**src/rtl/bcd_stopwatch_ctrl_pkg.sv**
```systemverilog
`default_nettype none
// ============================================================================
// Module   : bcd_ctrl_pkg
// Brief    : Shared types, digit constants and helpers for the BCD stopwatch.
// Revision : 1.0 - initial release
// ============================================================================
package bcd_ctrl_pkg;

   typedef enum logic [1:0] {
      IDLE  = 2'd0,
      RUN   = 2'd1,
      PAUSE = 2'd2,
      HALT  = 2'd3
   } state_t;

   localparam logic [3:0] BCD_MAX  = 4'd9;
   localparam logic [3:0] BCD_ZERO = 4'd0;

   // True when the low n nibbles of v all hold 9 (n is at most 8).
   function automatic logic all_nines(input logic [31:0] v, input int n);
      logic r;
      r = 1'b1;
      for (int i = 0; i < 8; i++) begin
         if (i < n && v[4*i +: 4] != BCD_MAX) r = 1'b0;
      end
      return r;
   endfunction

endpackage
`default_nettype wire

```
**src/rtl/bcd_stopwatch_ctrl_if.sv**
```systemverilog
`default_nettype none
// ============================================================================
// Module   : bcd_stopwatch_ctrl_if
// Brief    : Command pulses in, display value and status out.
// Revision : 1.0 - initial release
// ============================================================================
interface bcd_stopwatch_ctrl_if #(
   parameter int DIGITS = 4
);
   logic                start;
   logic                stop;
   logic                clear;
   logic                lap;
   logic [4*DIGITS-1:0] bcd;
   logic                running;
   logic                overflow;
   logic                lap_hold;

   modport master (
      output start, stop, clear, lap,
      input  bcd, running, overflow, lap_hold
   );

   modport slave (
      input  start, stop, clear, lap,
      output bcd, running, overflow, lap_hold
   );
endinterface
`default_nettype wire

```
**src/rtl/bcd_stopwatch_ctrl_digit.sv**
```systemverilog
`default_nettype none
// ============================================================================
// Module   : bcd_digit
// Brief    : One decade digit; wraps 9 (or any illegal code) back to 0.
// Revision : 1.0 - initial release
// ============================================================================
module bcd_digit
   import bcd_ctrl_pkg::*;
(
   input  logic       clk,
   input  logic       reset,
   input  logic       clr,
   input  logic       inc,
   output logic [3:0] q,
   output logic       is_nine
);
   logic [3:0] r_q;

   always_ff @(posedge clk or negedge reset) begin
      if (!reset) begin
         r_q <= BCD_ZERO;
      end else if (clr) begin
         r_q <= BCD_ZERO;
      end else if (inc) begin
         r_q <= (r_q >= BCD_MAX) ? BCD_ZERO : r_q + 4'd1;
      end
   end

   assign q       = r_q;
   assign is_nine = (r_q == BCD_MAX);
endmodule
`default_nettype wire

```
**src/rtl/bcd_stopwatch_ctrl.sv**
```systemverilog
`default_nettype none
// ============================================================================
// Module   : bcd_stopwatch_ctrl
// Brief    : Run/pause/clear sequencer, tick prescaler and cascaded BCD count.
//            Define LAP_EN to build the lap-hold display register.
// Revision : 1.0 - initial release
// ============================================================================
module bcd_stopwatch_ctrl
   import bcd_ctrl_pkg::*;
#(
   parameter int DIGITS   = 4,
   parameter int PRESCALE = 10
)(
   input  logic                      clk,
   input  logic                      reset,
   bcd_stopwatch_ctrl_if.slave       sw
);
   localparam int              PW         = (PRESCALE > 1) ? $clog2(PRESCALE) : 1;
   localparam logic [PW-1:0]   C_PS_LAST  = PW'(PRESCALE - 1);

   state_t              r_state;
   logic                r_running;
   logic                r_overflow;
   logic [PW-1:0]       r_presc;
   logic [4*DIGITS-1:0] w_digits;
   logic [DIGITS-1:0]   w_nine;
   logic [DIGITS:0]     w_chain;
   logic                w_start;
   logic                w_tick;
   logic                w_all9;
   logic                w_adv;
   logic                w_ovf;

   // clear beats stop beats start
   assign w_start = sw.start & ~sw.stop & ~sw.clear;
   assign w_tick  = (r_state == RUN) & (r_presc == C_PS_LAST) & ~sw.stop & ~sw.clear;
   assign w_all9  = all_nines(32'(w_digits), DIGITS);
   assign w_adv   = w_tick & ~w_all9;
   assign w_ovf   = w_tick & w_chain[DIGITS];

   always_ff @(posedge clk or negedge reset) begin
      if (!reset) begin
         r_presc <= '0;
      end else if (sw.clear) begin
         r_presc <= '0;
      end else if (r_state == RUN && !sw.stop) begin
         r_presc <= (r_presc == C_PS_LAST) ? '0 : r_presc + 1'b1;
      end
   end

   always_ff @(posedge clk or negedge reset) begin
      if (!reset) begin
         r_state    <= IDLE;
         r_running  <= 1'b0;
         r_overflow <= 1'b0;
      end else if (sw.clear) begin
         r_state    <= IDLE;
         r_running  <= 1'b0;
         r_overflow <= 1'b0;
      end else begin
         case (r_state)
            IDLE, PAUSE: begin
               if (w_start) begin
                  r_state   <= RUN;
                  r_running <= 1'b1;
               end
            end
            RUN: begin
               if (sw.stop) begin
                  r_state   <= PAUSE;
                  r_running <= 1'b0;
               end else if (w_ovf) begin
                  r_state    <= HALT;
                  r_running  <= 1'b0;
                  r_overflow <= 1'b1;
               end
            end
            default: ;
         endcase
      end
   end

   // w_chain[i] is high when every digit below i holds 9
   assign w_chain[0] = 1'b1;

   for (genvar i = 0; i < DIGITS; i++) begin : g_digit
      bcd_digit u_digit (
         .clk     (clk),
         .reset   (reset),
         .clr     (sw.clear),
         .inc     (w_adv & w_chain[i]),
         .q       (w_digits[4*i +: 4]),
         .is_nine (w_nine[i])
      );
      assign w_chain[i+1] = w_chain[i] & w_nine[i];
   end

`ifdef LAP_EN
   logic [4*DIGITS-1:0] r_lap;
   logic                r_lap_hold;

   // Snapshot takes the pre-increment digits of the same edge.
   always_ff @(posedge clk or negedge reset) begin
      if (!reset) begin
         r_lap      <= '0;
         r_lap_hold <= 1'b0;
      end else if (sw.clear) begin
         r_lap_hold <= 1'b0;
      end else if (sw.lap) begin
         if (!r_lap_hold) begin
            r_lap      <= w_digits;
            r_lap_hold <= 1'b1;
         end else begin
            r_lap_hold <= 1'b0;
         end
      end
   end

   assign sw.bcd      = r_lap_hold ? r_lap : w_digits;
   assign sw.lap_hold = r_lap_hold;
`else
   assign sw.bcd      = w_digits;
   assign sw.lap_hold = 1'b0;
`endif

   assign sw.running  = r_running;
   assign sw.overflow = r_overflow;
endmodule
`default_nettype wire

```
**src/flat_wrapper.sv**
```systemverilog
// flat-port wrapper written by rule: the top's interface ports become plain ports
module bcd_stopwatch_ctrl_flat import bcd_ctrl_pkg::*;
#(
   parameter int DIGITS   = 4,
   parameter int PRESCALE = 10
)
  (clk, reset, sw_start, sw_stop, sw_clear, sw_lap, sw_bcd, sw_running, sw_overflow, sw_lap_hold);
  bcd_stopwatch_ctrl_if #(.DIGITS(DIGITS)) sw_i ();
  input  logic clk;
  input  logic reset;
  input wire logic [$bits(sw_i.start)-1:0] sw_start;
  input wire logic [$bits(sw_i.stop)-1:0] sw_stop;
  input wire logic [$bits(sw_i.clear)-1:0] sw_clear;
  input wire logic [$bits(sw_i.lap)-1:0] sw_lap;
  output wire logic [$bits(sw_i.bcd)-1:0] sw_bcd;
  output wire logic [$bits(sw_i.running)-1:0] sw_running;
  output wire logic [$bits(sw_i.overflow)-1:0] sw_overflow;
  output wire logic [$bits(sw_i.lap_hold)-1:0] sw_lap_hold;
  assign sw_i.start = sw_start;
  assign sw_i.stop = sw_stop;
  assign sw_i.clear = sw_clear;
  assign sw_i.lap = sw_lap;
  assign sw_bcd = sw_i.bcd;
  assign sw_running = sw_i.running;
  assign sw_overflow = sw_i.overflow;
  assign sw_lap_hold = sw_i.lap_hold;
  bcd_stopwatch_ctrl #(.DIGITS(DIGITS), .PRESCALE(PRESCALE)) u_core (.clk(clk), .reset(reset), .sw(sw_i));
endmodule
```
**config.mk**
```make
export PLATFORM = sky130hd
export DESIGN_NAME = bcd_stopwatch_ctrl_flat
export DESIGN_NICKNAME = d
export VERILOG_FILES = /design/src/rtl/bcd_stopwatch_ctrl_pkg.sv /design/src/rtl/bcd_stopwatch_ctrl_if.sv /design/src/rtl/bcd_stopwatch_ctrl_digit.sv /design/src/rtl/bcd_stopwatch_ctrl.sv /design/src/flat_wrapper.sv
export SDC_FILE = /design/constraint.sdc
export NUM_CORES = 1
export LEC_CHECK = 0
export ABC_CLOCK_PERIOD_IN_PS = 2900
export CAP_MARGIN = 20
export CORE_MARGIN = 2
export CORE_UTILIZATION = 50
export CTS_BUF_LIST = sky130_fd_sc_hd__clkbuf_16
export DETAILED_ROUTE_END_ITERATION = 8
export GPL_TIMING_DRIVEN = 0
export PLACE_DENSITY = 0.86
export SYNTH_ARGS = -nofsm -noshare
export SYNTH_HDL_FRONTEND = slang
export SYNTH_HIERARCHICAL = 1
export SYNTH_SLANG_ARGS = --single-unit
```
**constraint.sdc**
```tcl
create_clock -name clk -period 2.9 [get_ports clk]
set_input_delay 0.58 -clock clk [delete_from_list [all_inputs] [get_ports clk]]
set_output_delay 0.58 -clock clk [all_outputs]
set_load 0.05 [all_outputs]
```
Yosys cells after proc, flatten, opt, wreduce, memory -nomap -nowiden
Index checks and enable logic that the tools add are counted.
- input port bits: 6
- memory bits (read-only): 0
- memories: 0
- output and inout port bits: 19
- bits in registers: 24
- logic and storage cells: 94
- latch bits: 0
- bits in writable memories: 0
- multiply operators: 0
- add/sub/neg operators: 5
- order comparisons: 4
- bitwise operators: 16
- shift operators: 0
- reductions and logical operators: 14
- div/mod/pow operators: 0
- equal/unequal tests: 14
- mux-type cells: 33
- operator list (cell ; count):
    $mux 4 ; 15
    $add 4x1->4 const B ; 5
    $eq 4x4->1 const B ; 5
    $ge 4x4->1 const B ; 4
    $ne 4x4->1 const B ; 4
    $reduce_bool 2->1 ; 7
    $and 1x1->1 ; 13
    $mux 1 ; 12
    $mux 2 ; 4
    $reduce_and 3->1 ; 2
    $ne 4x3->1 const B ; 1
    $pmux 2 s2 ; 1
    $ne 3x2->1 const B ; 1
    $not 1->1 ; 3
    $reduce_bool 3->1 ; 1
    $eq 2x1->1 const B ; 1
    $eq 2x2->1 const B ; 1
    $logic_not 2->1 ; 1
    $ne 2x1->1 const B ; 1
    $pmux 1 s2 ; 1
    $reduce_or 2->1 ; 1
    $logic_and 1x1->1 ; 1
    $logic_not 1->1 ; 1

Depth between registers and ports, before layout
Gate-level depths: netlist of run 1.
- word-level depth: 10
- mapped depth: 10
- depth with buffers taken out: 9

By module
The synthesis of run 1 kept the hierarchy.
- by module, submodules not included (module ; seq. area each (um^2) ; instances ; cells an instance ; area each (um^2)):
    bcd_digit ; 100.1 ; 4 ; 31 ; 295.3
    bcd_stopwatch_ctrl ; 200.2 ; 1 ; 63 ; 563.0

Worst setup path after synthesis of run 1
Ideal clock, no wire load.
- path type: input-to-reg
- from: input port sw_stop
- to: register u_core.g_digit[3].u_digit.r_q[2]
- setup slack: 0.605 ns
- data required time: 2.813 ns
- path buffers: 2
- arrival: 2.208 ns
- cell stages on the path: 8
- library setup time: 0.087 ns
- cells stage by stage: or3b_1 buf_6 or3_4 nor4b_2 buf_4 and2b_1 a21oi_1 a211oi_2
- longest elaborated chain between the ends: 6
- RTL lines (element ; RTL line ; source):
    start: declaration ; flat_wrapper.sv:12 ; input wire logic [$bits(sw_i.stop)-1:0] sw_stop;
    $not 1->1 ; bcd_stopwatch_ctrl.sv:36 ; assign w_tick = (r_state == RUN) & (r_presc == C_PS_LAST) & ~sw.stop & ~sw.clear;
    $and 1x1->1 (2 in a row) ; bcd_stopwatch_ctrl.sv:36 ;
    $and 1x1->1 ; bcd_stopwatch_ctrl.sv:38 ; assign w_adv = w_tick & ~w_all9;
    $and 1x1->1 ; bcd_stopwatch_ctrl.sv:91 ; .inc (w_adv & w_chain[i]),
    $reduce_bool 2->1 (no source line) ; - ;
    end signal: assignment ; bcd_stopwatch_ctrl_digit.sv:25 ; r_q <= (r_q >= BCD_MAX) ? BCD_ZERO : r_q + 4'd1;
    end: declaration ; bcd_stopwatch_ctrl_digit.sv:17 ; logic [3:0] r_q;
Every way passes these cells.
A chain may end at the register's enable or synchronous reset.

Final worst setup path of run 1
- from: input port sw_clear
- to: register u_core.g_digit[3].u_digit.r_q[3]
- longest elaborated chain between the ends: 5
- elaborated cells on any way between the ends: 6
- classes of those cells: mux: 1; bitwise: 4; reduce/logical: 1
- RTL lines (element ; RTL line ; source):
    start: declaration ; flat_wrapper.sv:13 ; input wire logic [$bits(sw_i.clear)-1:0] sw_clear;
    $not 1->1 ; bcd_stopwatch_ctrl.sv:36 ;
    $and 1x1->1 ; bcd_stopwatch_ctrl.sv:36 ;
    $and 1x1->1 ; bcd_stopwatch_ctrl.sv:38 ;
    $and 1x1->1 ; bcd_stopwatch_ctrl.sv:91 ;
    $reduce_bool 2->1 (no source line) ; - ;
Several ways; a longest one is shown, not always the timed one.

==> summary by stage, run 1 <==
Layout
From synthesis to final layout, the design area changed by 24.4%. The final design instance area without fill is ~2200 µm². The number of antenna diodes in the final layout is 0. For this run, the share of the core covered by cells in the final layout is 0.650. The layout has 284 filler cells. The count of cells in the finished layout, fillers not included, comes to 261.

For this run, the post-layout net count is ~240. The fraction of final layout cells sized beyond drive strength 1 is 0.158.

CTS
Once the clock tree was built, the resizer swapped 0 gates to a different size. The TritonCTS clock tree is yes. At the later pin of the worst-skew pair, clock insertion delay measures 260 ps.

The maximum buffer depth of the clock tree is 2. Clock tree synthesis selected as its root buffer the cell sky130_fd_sc_hd__clkbuf_16. The number of setup buffers added after CTS is 0. The number of H-tree levels is 1.

After clock tree synthesis, the clock-pin slew on the worst setup and hold paths is 60 ps. The clock net in this run drives a total of 24 sinks. The hold-fix buffer count after cts is 0. TritonCTS created 3 clock buffers.

Worst setup path
The element type at the critical path end is a register. The critical path goes through clkdlybuf4s50_1 > buf_16 > or3_4 > nor4b_2 > buf_4 > nor3b_1 > a31oi_1 > o41ai_2. At the worst endpoint, the arrival time is roughly 2800 ps. Of all nets on the critical path, the largest fanout is 23.

The logic depth of the worst register-to-register path is 8. The critical path contains buffers and inverters numbering 3 combined. The slowest stage of the critical path is the sky130_fd_sc_hd__clkdlybuf4s50_1 cell. On the worst path, the slowest cell contributes a delay of approximately 670 ps.

The reg2reg setup slack is around 630 ps. For the worst setup path, the data required time is 3020 ps. The critical path's top delay family is buffers and inverters. In this run the critical register-to-register path is launched from u_core/r_state[1]$_DFFE_PN0P_. The worst setup path is launched from an input pin.

The destination of the worst register-to-register timing path is u_core/g_digit[3].u_digit/q[3]$_DFFE_PN0P_. The critical path is of the input pin to register type.

Detailed routing
The highest routed metal layer is met4. The ratio of routed vias to standard cells is 5.48. The wire length on met2 is about 1600 µm.

The count of antenna-violating nets left after detailed routing is 0. Summed over all nets, wire length on met3 after detailed routing comes to approximately 120 µm. The violation count after the first detailed-routing iteration is 65.

In the routed design, unresolved DRC markers number 0. Before antenna repair, the detailed router went through 4 iterations. The routed metal-1 wire length is 1540 µm. The routed via count is 1431. The final routed wire length divided by cell count is 12.9 µm. The total wirelength of the detailed-routed design is approximately 3400 µm.

Timing
The clock skew is between 5 and 6 ps. Setup violations remaining at the end of the flow were counted as 0. The fraction of the cycle the final worst path needs is 0.909.

Headroom to the max-slew limit came out at 0.586. For the pin with the worst max-slew slack, the measured transition is 618 ps. The total count of max-transition violations in the final report was 0. The hold violation count in the final report came to 0.

Static timing analysis puts the maximum clock frequency at roughly 0.38 GHz. Setup repair after global routing left no endpoint under its margin. Across all setup checks in the final design, the least slack found is 265 ps. Subtracting the final worst setup slack from the clock period gives 2640 ps.

Placement
The final weighted congestion of routability-driven global placement is ~0.78. During placement, the flow inserted port buffers numbering 22. Before CTS, the worst setup slack after placement is -10.7 ps. The total cell area at the placement stage is between 2000 and 2500 µm². The sum of net half-perimeters after detailed placement is ~2300 µm.

Including well taps, the total number of placed cells is 256.

Hold path
For hold timing, the worst endpoint is u_core/sw.overflow$_DFFE_PN0P_. The class of the tightest hold or removal check is register to register. The worst hold path stage count is 2. The startpoint of the tightest hold check path is u_core/sw.overflow$_DFFE_PN0P_.

Synthesis
The unique cell type count in the Yosys netlist is 40. Yosys attributes the largest share of cell area to sky130_fd_sc_hd__dfrtp_1 (34%), sky130_fd_sc_hd__ha_1 (10%), sky130_fd_sc_hd__nor2_1 (3.9%), sky130_fd_sc_hd__o41ai_2 (3.7%), sky130_fd_sc_hd__nand2b_1 (3.6%). During synthesis, Yosys emitted a total of 6 warnings. The instance count of the mapped netlist is approximately 190. The post-synthesis area per instance is 9.33 µm². The synthesized design spends more area on one cell type than any other, namely sky130_fd_sc_hd__dfrtp_1. The async set-or-reset flop fraction in the synthesized netlist is 1.00.

The cell area after technology mapping is 1740 µm². The top flip-flop cell by instance count after synthesis is sky130_fd_sc_hd__dfrtp_1. The register area share after synthesis is 0.344. The number of flops mapped to enable cells by yosys is 0. The number of storage elements in the synthesis netlist is 24.

When the netlist entered floorplanning its net count stood at around 210. The fraction of synthesized cell area taken by the top area cell type is 0.344.

Global route
For this run, the total global-route usage over all layers was measured as 0.188. The initial antenna violation count came to 0. The number of global-route vias before repair is 1353.

Entering global routing, the biggest net connects 25 pins. After global routing the overflow that remains totals 0. The wire length of the first global-routing pass is roughly 6000 µm.

Power and ir drop
The internal portion of the total power is 678 µW. The switching part of the total power is 0.244. The combinational group share of total power is 0.157. The static power due to leakage is slightly below 0.0009 µW. The largest vdd supply drop is around 250 µV. Of the total power, registers draw 0.406. The analysis attributes to net switching a power of 219 µW. The power share of the clock group is 0.437. Power spread over the standard cell area amounts to 413 nW/µm².

Die
The die is 63.1 µm wide. Measured along the y axis, the die boundary spans 63.1 µm. Row generation in the floorplan step produced 21 rows. 25 I/O pins were placed. For this configuration, the core starts out at a cell density of 0.523. The floorplan die area is slightly below 4000 µm². The core region is 3340 µm².

Run
The max-capacitance violation count is 0.

Status
The flow ran to the end, and the final reports show no timing, DRC or antenna violations.
[worst max path at each step]
stage                  start                                         end  slack [ps]  cells after the start
finish              sw_clear  u_core/g_digit[3].u_digit/q[3]$_DFFE_PN0P_         260                      8
global route        sw_clear  u_core/g_digit[3].u_digit/q[2]$_DFFE_PN0P_         120                      8
CTS                 sw_clear  u_core/g_digit[3].u_digit/q[2]$_DFFE_PN0P_         240                      8
detailed placement  sw_clear  u_core/g_digit[3].u_digit/q[2]$_DFFE_PN0P_         -10                      8
global placement    sw_clear  u_core/g_digit[3].u_digit/q[3]$_DFFE_PN0P_        -370                      7
floorplan            sw_stop  u_core/g_digit[3].u_digit/q[2]$_DFFE_PN0P_         610                      8
[flip-flops by register name, summed over array words and instances (netlist names)]
signal,cells
u_core/g_digit.u_digit/q,16
u_core/r_presc,4
u_core/r_state,2
u_core/sw.overflow,1
u_core/sw.running,1
[kinds of logic (layout without fill, tap and decap cells)]
family                   after synthesis  in the layout  synth area share
flip-flops                            24             24             0.344
buffers and inverters                 22             50            0.0624
AND/OR/NAND/NOR                       82             82             0.286
AO/OA/AOI/OAI                         44             44             0.204
adder cells (fa/ha/maj)               14             14             0.100
other                                  1              1           0.00215
[synthesized netlist by cell type, types with 5 or more instances]
master                     count
sky130_fd_sc_hd__buf_4         5
sky130_fd_sc_hd__inv_1        15
sky130_fd_sc_hd__a21oi_1       9
sky130_fd_sc_hd__ha_1         14
sky130_fd_sc_hd__nand2_1      13
sky130_fd_sc_hd__dfrtp_1      24
sky130_fd_sc_hd__nand2b_1     10
sky130_fd_sc_hd__a31oi_1       5
sky130_fd_sc_hd__nor3b_1       5
sky130_fd_sc_hd__nand3b_1      6
sky130_fd_sc_hd__nor2_1       18
[area by class of cell]
type | instances | area, µm² | share of cell area
Buffer | 7 | 52.6 | 0.0242
Multi-Input combinational cell | 141 | 1030 | 0.477
Tap cell | 46 | 57.6 | 0.0265
Clock buffer | 3 | 75.1 | 0.0346
Clock inverter | 1 | 30.0 | 0.0138
Inverter | 15 | 56.3 | 0.0260
Timing Repair Buffer | 24 | 263 | 0.121
Sequential cell | 24 | 601 | 0.277
[through the flow]
| stage | power [µW] | hold WS (ps) | TNS, ps |
|---|---|---|---|
| floorplan | 455 | 284 | 0 |
| detailed placement | 509 | 487 | -17.7 |
| global placement | 502 | 478 | -2520 |
| finish | 897 | 515 | 0 |
| CTS | 900 | 522 | 0 |
| global route | 934 | 551 | 0 |
[power by group through the flow]
stage	registers (µW)	clock network, µW	logic [µW]
after CTS	364	397	139
final	364	392	141
after global routing	367	415	151
after floorplan	404	0	50.8
after detailed placement	370	0	139
after global placement	370	0	133
[worst register-to-register path, delay by kind of cell, from the launching register on]
kind	cells	cell delay, ps
flip-flops	1	410
AO/OA/AOI/OAI	2	280
AND/OR/NAND/NOR	4	1110
buffers and inverters	2	350
[metal layers]
metal	up-vias	GRT usage
met5	-	0
met4	0	0.0861
met3	4	0.0196
met2	32	0.315
met1	676	0.245
li1	719	-
[cell usage in the layout, fill, tap and decap left out, types with 3 or more instances in the layout]
master                            Yosys  routed
sky130_fd_sc_hd__nor3b_1              5       5
sky130_fd_sc_hd__or3_1                3       3
sky130_fd_sc_hd__a31oi_1              5       5
sky130_fd_sc_hd__o21ai_0              3       3
sky130_fd_sc_hd__nand3b_1             6       6
sky130_fd_sc_hd__nor4bb_1             4       4
sky130_fd_sc_hd__o32ai_1              4       4
sky130_fd_sc_hd__nand2b_1            10      10
sky130_fd_sc_hd__dfrtp_1             24      24
sky130_fd_sc_hd__o22ai_1              4       4
sky130_fd_sc_hd__a21oi_2              4       4
sky130_fd_sc_hd__a21oi_1              9       9
sky130_fd_sc_hd__nor2_2               4       4
sky130_fd_sc_hd__and2b_1              4       4
sky130_fd_sc_hd__a211oi_2             4       4
sky130_fd_sc_hd__nand2_1             13      13
sky130_fd_sc_hd__nor2_1              18      18
sky130_fd_sc_hd__and3_2               4       4
sky130_fd_sc_hd__buf_4                5       5
sky130_fd_sc_hd__a21boi_1             4       4
sky130_fd_sc_hd__clkbuf_16            0       3
sky130_fd_sc_hd__clkdlybuf4s50_1      0      22
sky130_fd_sc_hd__ha_1                14      14
sky130_fd_sc_hd__inv_1               15      15
sky130_fd_sc_hd__o41ai_2              4       4
Note: power is estimated with default switching activity, not from simulation.
==> run 2: changes to the inputs <==
--- a/config.mk
+++ b/config.mk
@@ -7,12 +7,13 @@
 export LEC_CHECK = 0
 export ABC_CLOCK_PERIOD_IN_PS = 2900
 export CAP_MARGIN = 20
+export CORE_ASPECT_RATIO = 0.7
 export CORE_MARGIN = 2
 export CORE_UTILIZATION = 50
 export CTS_BUF_LIST = sky130_fd_sc_hd__clkbuf_16
 export DETAILED_ROUTE_END_ITERATION = 8
 export GPL_TIMING_DRIVEN = 0
-export PLACE_DENSITY = 0.86
+export PLACE_DENSITY_LB_ADDON = 0.05
 export SYNTH_ARGS = -nofsm -noshare
 export SYNTH_HDL_FRONTEND = slang
 export SYNTH_HIERARCHICAL = 1
==> run 2 against run 1 <==
Final cell count up 0.38%; register-to-register slack worse by 50 ps; sequential share of layout area up 0.49 points; global-route usage up 2.4 points; utilization up 0.93 points; critical path depth up 1; combinational power about the same; largest cell class unchanged.
==> summary by stage, run 2 (same netlist as run 1, synthesis figures left out) <==
Placement
The final weighted congestion of routability-driven global placement is 0.812 (+4.5%). The number of input and output port buffers inserted was 22 (unchanged). The post-place setup slack was -57.0 ps (-46.3 ps). The number of cells in the design after placement is 258 (+0.78%). The sum of net half-perimeters after detailed placement is 2680 µm (+16%). The total cell area at the placement stage is 2050 µm² (+0.18%).

Global route
The number of global-route vias before repair is 1447 (+6.9%). The met1 demand-to-capacity share in global routing was 0.278 (+0.0339). The pin count of the biggest net entering global routing is 20 (-20%).

The wire length of the first global-routing pass is 6380 µm (+5.8%). The global-route layer with the greatest usage is met2. The initial antenna violation count came to 0 (unchanged). The sum of overflow across all layers after global routing is 0 (unchanged). The met3 usage in global routing is 0.0457 (+0.0261).

The global routing usage on met2 is 0.345 (+0.0300). The total global-route track usage came to 0.212 (+0.0238).

Timing
The timing-limited maximum frequency is 0.373 GHz (-1.6%). The count of endpoints failing setup in the final report is 0 (unchanged). The shortest clock period the worst path allows after layout came to 2680 ps (+43.7 ps).

The clock skew was 3.56 ps (-1.79 ps). The total count of max-transition violations in the final report is 0 (unchanged). The hold violation count in the final report was 0 (unchanged). The worst max-slew margin expressed relative to the limit came to 0.590 (+0.00362). Setup repair after global routing left no endpoint under its margin. The fraction of the cycle the final worst path needs was 0.924 (+0.0151). The post-route worst setup slack is 221 ps (-43.7 ps). The measured slew at the worst slew-check pin is 613 ps (-5.41 ps).

CTS
The number of sinks driven by the clock tree is 24 (unchanged). The clock root buffer is sky130_fd_sc_hd__clkbuf_16. The maximum buffer depth of the clock tree is 2 (unchanged). The TritonCTS clock tree is yes.

The clock transition at the register clock pins on the worst setup and hold paths after CTS is 60 ps (about the same). The post-CTS repair timing setup buffer count is 0 (unchanged). The total of cells resized after clock tree synthesis is 0 (unchanged). The CTS buffer count is 3 (unchanged). The worst-skew pair later-pin latency was 260 ps (about the same). The number of H-tree levels is 1 (unchanged). The hold-fix buffer count after cts is 0 (unchanged).

Worst setup path
The arrival time at the worst endpoint is 2840 ps (+80 ps). The critical-path maximum fanout is 10 (-57%). The category of the critical setup timing path is input pin to register.

The reg2reg setup slack is 580 ps (-50 ps). The startpoint type of the worst setup path is an input pin. STA classifies the critical path endpoint as a register.

The required time at the worst-slack endpoint came to 3060 ps (+40 ps).

Detailed routing
The count of antenna-violating nets left after detailed routing is 0 (unchanged). The routed via count is 1448 (+1.2%). The ratio of routed vias to standard cells came to 5.53 (+0.80%).

The number of iterations in the first detailed-routing pass came to 4 (unchanged). The remaining design rule violation count is 0 (unchanged). The final routed wire length divided by cell count was 13.8 µm (+7.6%). The total wirelength of the detailed-routed design was 3620 µm (+8.0%). The violation count after the first detailed-routing iteration is 74 (+14%).

Layout
The final design utilization is 0.659 (+0.00927). The fraction of final layout cells sized beyond drive strength 1 was 0.153 (-0.00465). The commonest non-fill, non-tap cell in the layout is sky130_fd_sc_hd__dfrtp_1.

In the layout the commonest cells are sky130_fd_sc_hd__dfrtp_1 (24), sky130_fd_sc_hd__clkdlybuf4s50_1 (22), sky130_fd_sc_hd__nor2_1 (18). The number of nets in the final layout is 236 (unchanged). The number of flip-flops under the largest register name is 16 (unchanged).

The final design instance area without fill was 2130 µm² (-1.7%). The antenna diode count is 0 (unchanged). The final cell count without fillers came to 262 (+0.38%).

The area overhead of the layout relative to synthesis is 22.2%.

Die
The x dimension of the die is 74.6 µm (+18%). The floorplan die area is 3980 µm² (+0.19%). The top-level I/O count was 25 (unchanged). The chip height is 53.4 µm (-15%). The area of the core is 3230 µm² (-3.1%). The starting density of the core came to 0.539 (+0.0168).

The number of placement rows was 17 (-19%).

Power and ir drop
The static power due to leakage was 0.000866 µW (-2.0%). The power density over the cells came to 378 nW/µm² (-8.6%). The largest vdd supply drop is 183 µV (-28%).

Hold path
In this run the worst hold path is classified as register to register.

Run
The max-capacitance violation count is 0 (unchanged).

Status
The flow ran to the end, and the final reports show no timing, DRC or antenna violations.
run 2: changes by cell type in the layout (fill, tap and decap cells not counted):
| cell | before | now |
|---|---|---|
| sky130_fd_sc_hd__buf_16 | 1 | 0 |
| sky130_fd_sc_hd__buf_8 | 1 | 2 |
| sky130_fd_sc_hd__bufinv_16 | 1 | 0 |
| sky130_fd_sc_hd__clkinv_1 | 0 | 1 |
run 2: area by class of cell:
class	count	area (µm²)
clock inverter	1	3.75
multi-input combinational	141	1030
sequential	24	601
inverter	15	56.3
buffer	7	52.6
timing repair buffer	24	250
clock buffer	3	75.1
fill	285	1100
tap	47	58.8
run 2: stage by stage:
stage	power, µW	hold WS [ps]	setup TNS, ps
floorplan	455	284	0
global placement	503	470	-2460
detailed placement	512	482	-57.0
CTS	817	497	0
global route	845	535	0
finish	805	491	0
run 2: report_power, final:
part           total (µW)  switching (µW)  internal [µW]
Combinational         140            85.2           54.8
Sequential            365            17.8            347
Clock                 300             116            184
Total                 805             219            586
run 2: path summary, 6_finish.rpt:
| check | start | end | depth (start not counted) |
|---|---|---|---|
| worst max-delay path | sw_stop | u_core/g_digit[3].u_digit/q[2]$_DFFE_PN0P_ | 9 |
| worst min register to register | u_core/sw.overflow$_DFFE_PN0P_ | u_core/sw.overflow$_DFFE_PN0P_ | 2 |
| worst min-delay path | u_core/sw.overflow$_DFFE_PN0P_ | u_core/sw.overflow$_DFFE_PN0P_ | 2 |
| max in group asynchronous | reset | u_core/g_digit[2].u_digit/q[0]$_DFFE_PN0P_ | 2 |
| worst max register to register | u_core/r_state[1]$_DFFE_PN0P_ | u_core/g_digit[3].u_digit/q[2]$_DFFE_PN0P_ | 8 |
| min in group asynchronous | reset | u_core/r_state[0]$_DFFE_PN0P_ | 1 |
run 2: per-layer routing:
| metal | part of all wire | routed length [µm] |
|---|---|---|
| met1 | 0.50 | 1810 |
| met2 | 0.45 | 1630 |
| met3 | 0.034 | 123 |
| met4 | 0.017 | 61 |
| met5 | 0 | 0 |
run 2: worst max-delay path, stage by stage:
cell and delay [ps]:
sky130_fd_sc_hd__clkdlybuf4s50_1 460, sky130_fd_sc_hd__or3b_1 380, sky130_fd_sc_hd__buf_6 150, sky130_fd_sc_hd__or3_4 390, sky130_fd_sc_hd__nor4b_2 250, sky130_fd_sc_hd__buf_4 190
sky130_fd_sc_hd__and2b_1 150, sky130_fd_sc_hd__a21oi_1 80, sky130_fd_sc_hd__a211oi_2 200
==> run 3: changes to the inputs <==
--- a/config.mk
+++ b/config.mk
@@ -7,9 +7,11 @@
 export LEC_CHECK = 0
 export ABC_CLOCK_PERIOD_IN_PS = 2900
 export CAP_MARGIN = 20
+export CELL_PAD_IN_SITES_DETAIL_PLACEMENT = 0
+export CELL_PAD_IN_SITES_GLOBAL_PLACEMENT = 2
 export CORE_ASPECT_RATIO = 0.7
 export CORE_MARGIN = 2
-export CORE_UTILIZATION = 50
+export CORE_UTILIZATION = 34
 export CTS_BUF_LIST = sky130_fd_sc_hd__clkbuf_16
 export DETAILED_ROUTE_END_ITERATION = 8
 export GPL_TIMING_DRIVEN = 0
==> run 3 against run 2 <==
Clock skew is 0.83 ps lower; register-to-register slack better by 50 ps; critical path depth stayed put; combinational power rose by 4%; critical endpoint unchanged.
==> summary by stage, run 3 (same netlist as run 1, synthesis figures left out) <==
Layout
The final design instance area without fill is 2180 µm² (+2.3%). The commonest non-fill, non-tap cell in the layout is sky130_fd_sc_hd__dfrtp_1. The number of nets in the final layout is 236 (unchanged).

The antenna diode count was 0 (unchanged). The fraction of final layout cells sized beyond drive strength 1 is 0.154 (+0.000717). The library cells used most frequently in the layout, excluding fill and tap cells, are sky130_fd_sc_hd__dfrtp_1 (24), sky130_fd_sc_hd__clkdlybuf4s50_1 (22), sky130_fd_sc_hd__nor2_1 (18). The area overhead of the layout relative to synthesis is 25.0%. The final cell count without fillers was 283 (+8.0%).

The number of flip-flops under the largest register name is 16 (unchanged). The number of filler instances in the final layout is 470 (+65%).

Timing
The final-layout setup total negative slack is 0 ps (unchanged). Setup repair after global routing left no endpoint under its margin. The measured slew at the worst slew-check pin came to 632 ps (+19.0 ps). The clock skew is 2.73 ps (-0.825 ps). The count of endpoints failing setup in the final report was 0 (unchanged). The hold violation count in the final report was 0 (unchanged). The worst max-slew margin expressed relative to the limit is 0.577 (-0.0127). The fraction of the cycle the final worst path needs is 0.907 (-0.0171). The total count of max-transition violations in the final report came to 0 (unchanged). The timing-limited maximum frequency is 0.380 GHz (+1.9%). The shortest clock period the worst path allows after layout is 2630 ps (-49.5 ps).

Worst setup path
STA classifies the critical path startpoint as an input pin. The category of the critical setup timing path is input pin to register. The logic depth of the worst register-to-register path was 8 (unchanged). The required time at the worst-slack endpoint is 3070 ps (about the same).

The critical-path maximum fanout came to 10 (unchanged). The worst setup path is captured at a register. The arrival time at the worst endpoint came to 2800 ps (-40 ps).

Power and ir drop
The static power due to leakage was 0.000875 µW (+1.0%). The power density over the cells is 373 nW/µm² (-1.2%). The largest vdd supply drop was 138 µV (-25%). The overall power after layout is 813 µW (+1.0%).

Placement
The number of cells in the design after placement is 280 (+8.5%). The total cell area at the placement stage is 2110 µm² (+2.6%). The number of input and output port buffers inserted is 22 (unchanged).

The sum of net half-perimeters after detailed placement is 2910 µm (+8.4%). The final weighted congestion of routability-driven global placement is 0.716 (-12%).

Die
The starting density of the core came to 0.359 (-0.181). The top-level I/O count is 25 (unchanged). The area of the core came to 4860 µm² (+50%). The number of placement rows is 21 (+4). The chip height came to 63.9 µm (+20%). The floorplan die area is 5730 µm² (+44%). The x dimension of the die was 89.6 µm (+20%).

Detailed routing
The final routed wire length divided by cell count is 13.7 µm (-1.1%). The violation count after the first detailed-routing iteration was 64 (-14%). The count of antenna-violating nets left after detailed routing is 0 (unchanged). The total wirelength of the detailed-routed design came to 3870 µm (+6.8%). The routed via count is 1434 (-0.97%).

The ratio of routed vias to standard cells is 5.07 (-8.3%). The remaining design rule violation count is 0 (unchanged). The number of iterations in the first detailed-routing pass came to 4 (unchanged).

CTS
The maximum buffer depth of the clock tree was 2 (unchanged). The CTS buffer count is 3 (unchanged). The hold-fix buffer count after cts came to 0 (unchanged). The number of sinks driven by the clock tree is 24 (unchanged). The TritonCTS clock tree is yes. The total of cells resized after clock tree synthesis was 0 (unchanged). Clock tree synthesis selected as its root buffer the cell sky130_fd_sc_hd__clkbuf_16. The post-CTS repair timing setup buffer count is 0 (unchanged). The worst-skew pair later-pin latency is 260 ps (about the same). The number of H-tree levels is 1 (unchanged).

The clock transition at the register clock pins on the worst setup and hold paths after CTS is 60 ps (about the same).

Global route
The pin count of the biggest net entering global routing is 22 (+10%). The initial antenna violation count is 0 (unchanged). The sum of overflow across all layers after global routing came to 0 (unchanged). The wire length of the first global-routing pass is 6840 µm (+7.2%). The total global-route track usage is 0.152 (-0.0601).

The number of global-route vias before repair was 1398 (-3.4%).

Status
The flow ran to the end, and the final reports show no timing, DRC or antenna violations.

Hold path
The class of the tightest hold or removal check is register to register. The worst hold path stage count came to 2 (unchanged).

Run
The max-capacitance violation count is 0 (unchanged).
[run 3: cell count changes in the layout (fill, tap and decap cells not counted)]
cell	before	now
sky130_fd_sc_hd__buf_16	0	2
sky130_fd_sc_hd__buf_8	2	0
sky130_fd_sc_hd__clkinv_1	1	0
[run 3: worst paths after layout]
check / from / endpoint / slack [ps]
setup / recovery: sw_stop / u_core/g_digit[3].u_digit/q[2]$_DFFE_PN0P_ / 270
hold / removal: u_core/sw.overflow$_DFFE_PN0P_ / u_core/sw.overflow$_DFFE_PN0P_ / 490
setup reg to reg: u_core/r_state[1]$_DFFE_PN0P_ / u_core/g_digit[3].u_digit/q[2]$_DFFE_PN0P_ / 630
hold reg to reg: u_core/sw.overflow$_DFFE_PN0P_ / u_core/sw.overflow$_DFFE_PN0P_ / 490
max in group asynchronous: reset / u_core/g_digit[0].u_digit/q[3]$_DFFE_PN0P_ / 1690
min in group asynchronous: reset / u_core/r_state[1]$_DFFE_PN0P_ / 710
[run 3: per-stage QoR]
stage / hold WS, ps / setup WS, ps / utilization
finish: 489 / 270 / 0.449
global route: 529 / 162 / 0.449
CTS: 494 / 255 / 0.449
detailed placement: 476 / -12.1 / 0.433
global placement: 470 / -435 / 0.422
floorplan: 284 / 605 / -
[run 3: layout make-up]
cell class,count,area [µm²],area share
clock buffer,3,75.1,0.0344
timing repair buffer,24,275,0.126
sequential,24,601,0.275
multi-input combinational,141,1030,0.474
buffer,7,52.6,0.0241
inverter,15,56.3,0.0258
tap,69,86.3,0.0396
[run 3: critical path: stages]
cell and delay [ps]:
sky130_fd_sc_hd__clkdlybuf4s50_1 460, sky130_fd_sc_hd__or3b_1 390, sky130_fd_sc_hd__buf_6 150, sky130_fd_sc_hd__or3_4 390, sky130_fd_sc_hd__nor4b_2 250, sky130_fd_sc_hd__buf_4 200
sky130_fd_sc_hd__and2b_1 130, sky130_fd_sc_hd__a21oi_1 70, sky130_fd_sc_hd__a211oi_2 180
[run 3: metal layers]
metal / GRT usage / wire length, µm
met4: 0.0243 / 23
met1: 0.228 / 1970
met3: 0.0362 / 164
met2: 0.223 / 1710
met5: 0 / 0
[run 3: report_power, final]
part	leakage (µW)	internal, µW	total [µW]	switching, µW
registers	0.000331	347	365	18.0
logic	0.000507	58.6	145	86.9
clock network	0.0000370	183	303	120
total	0.000875	588	813	225
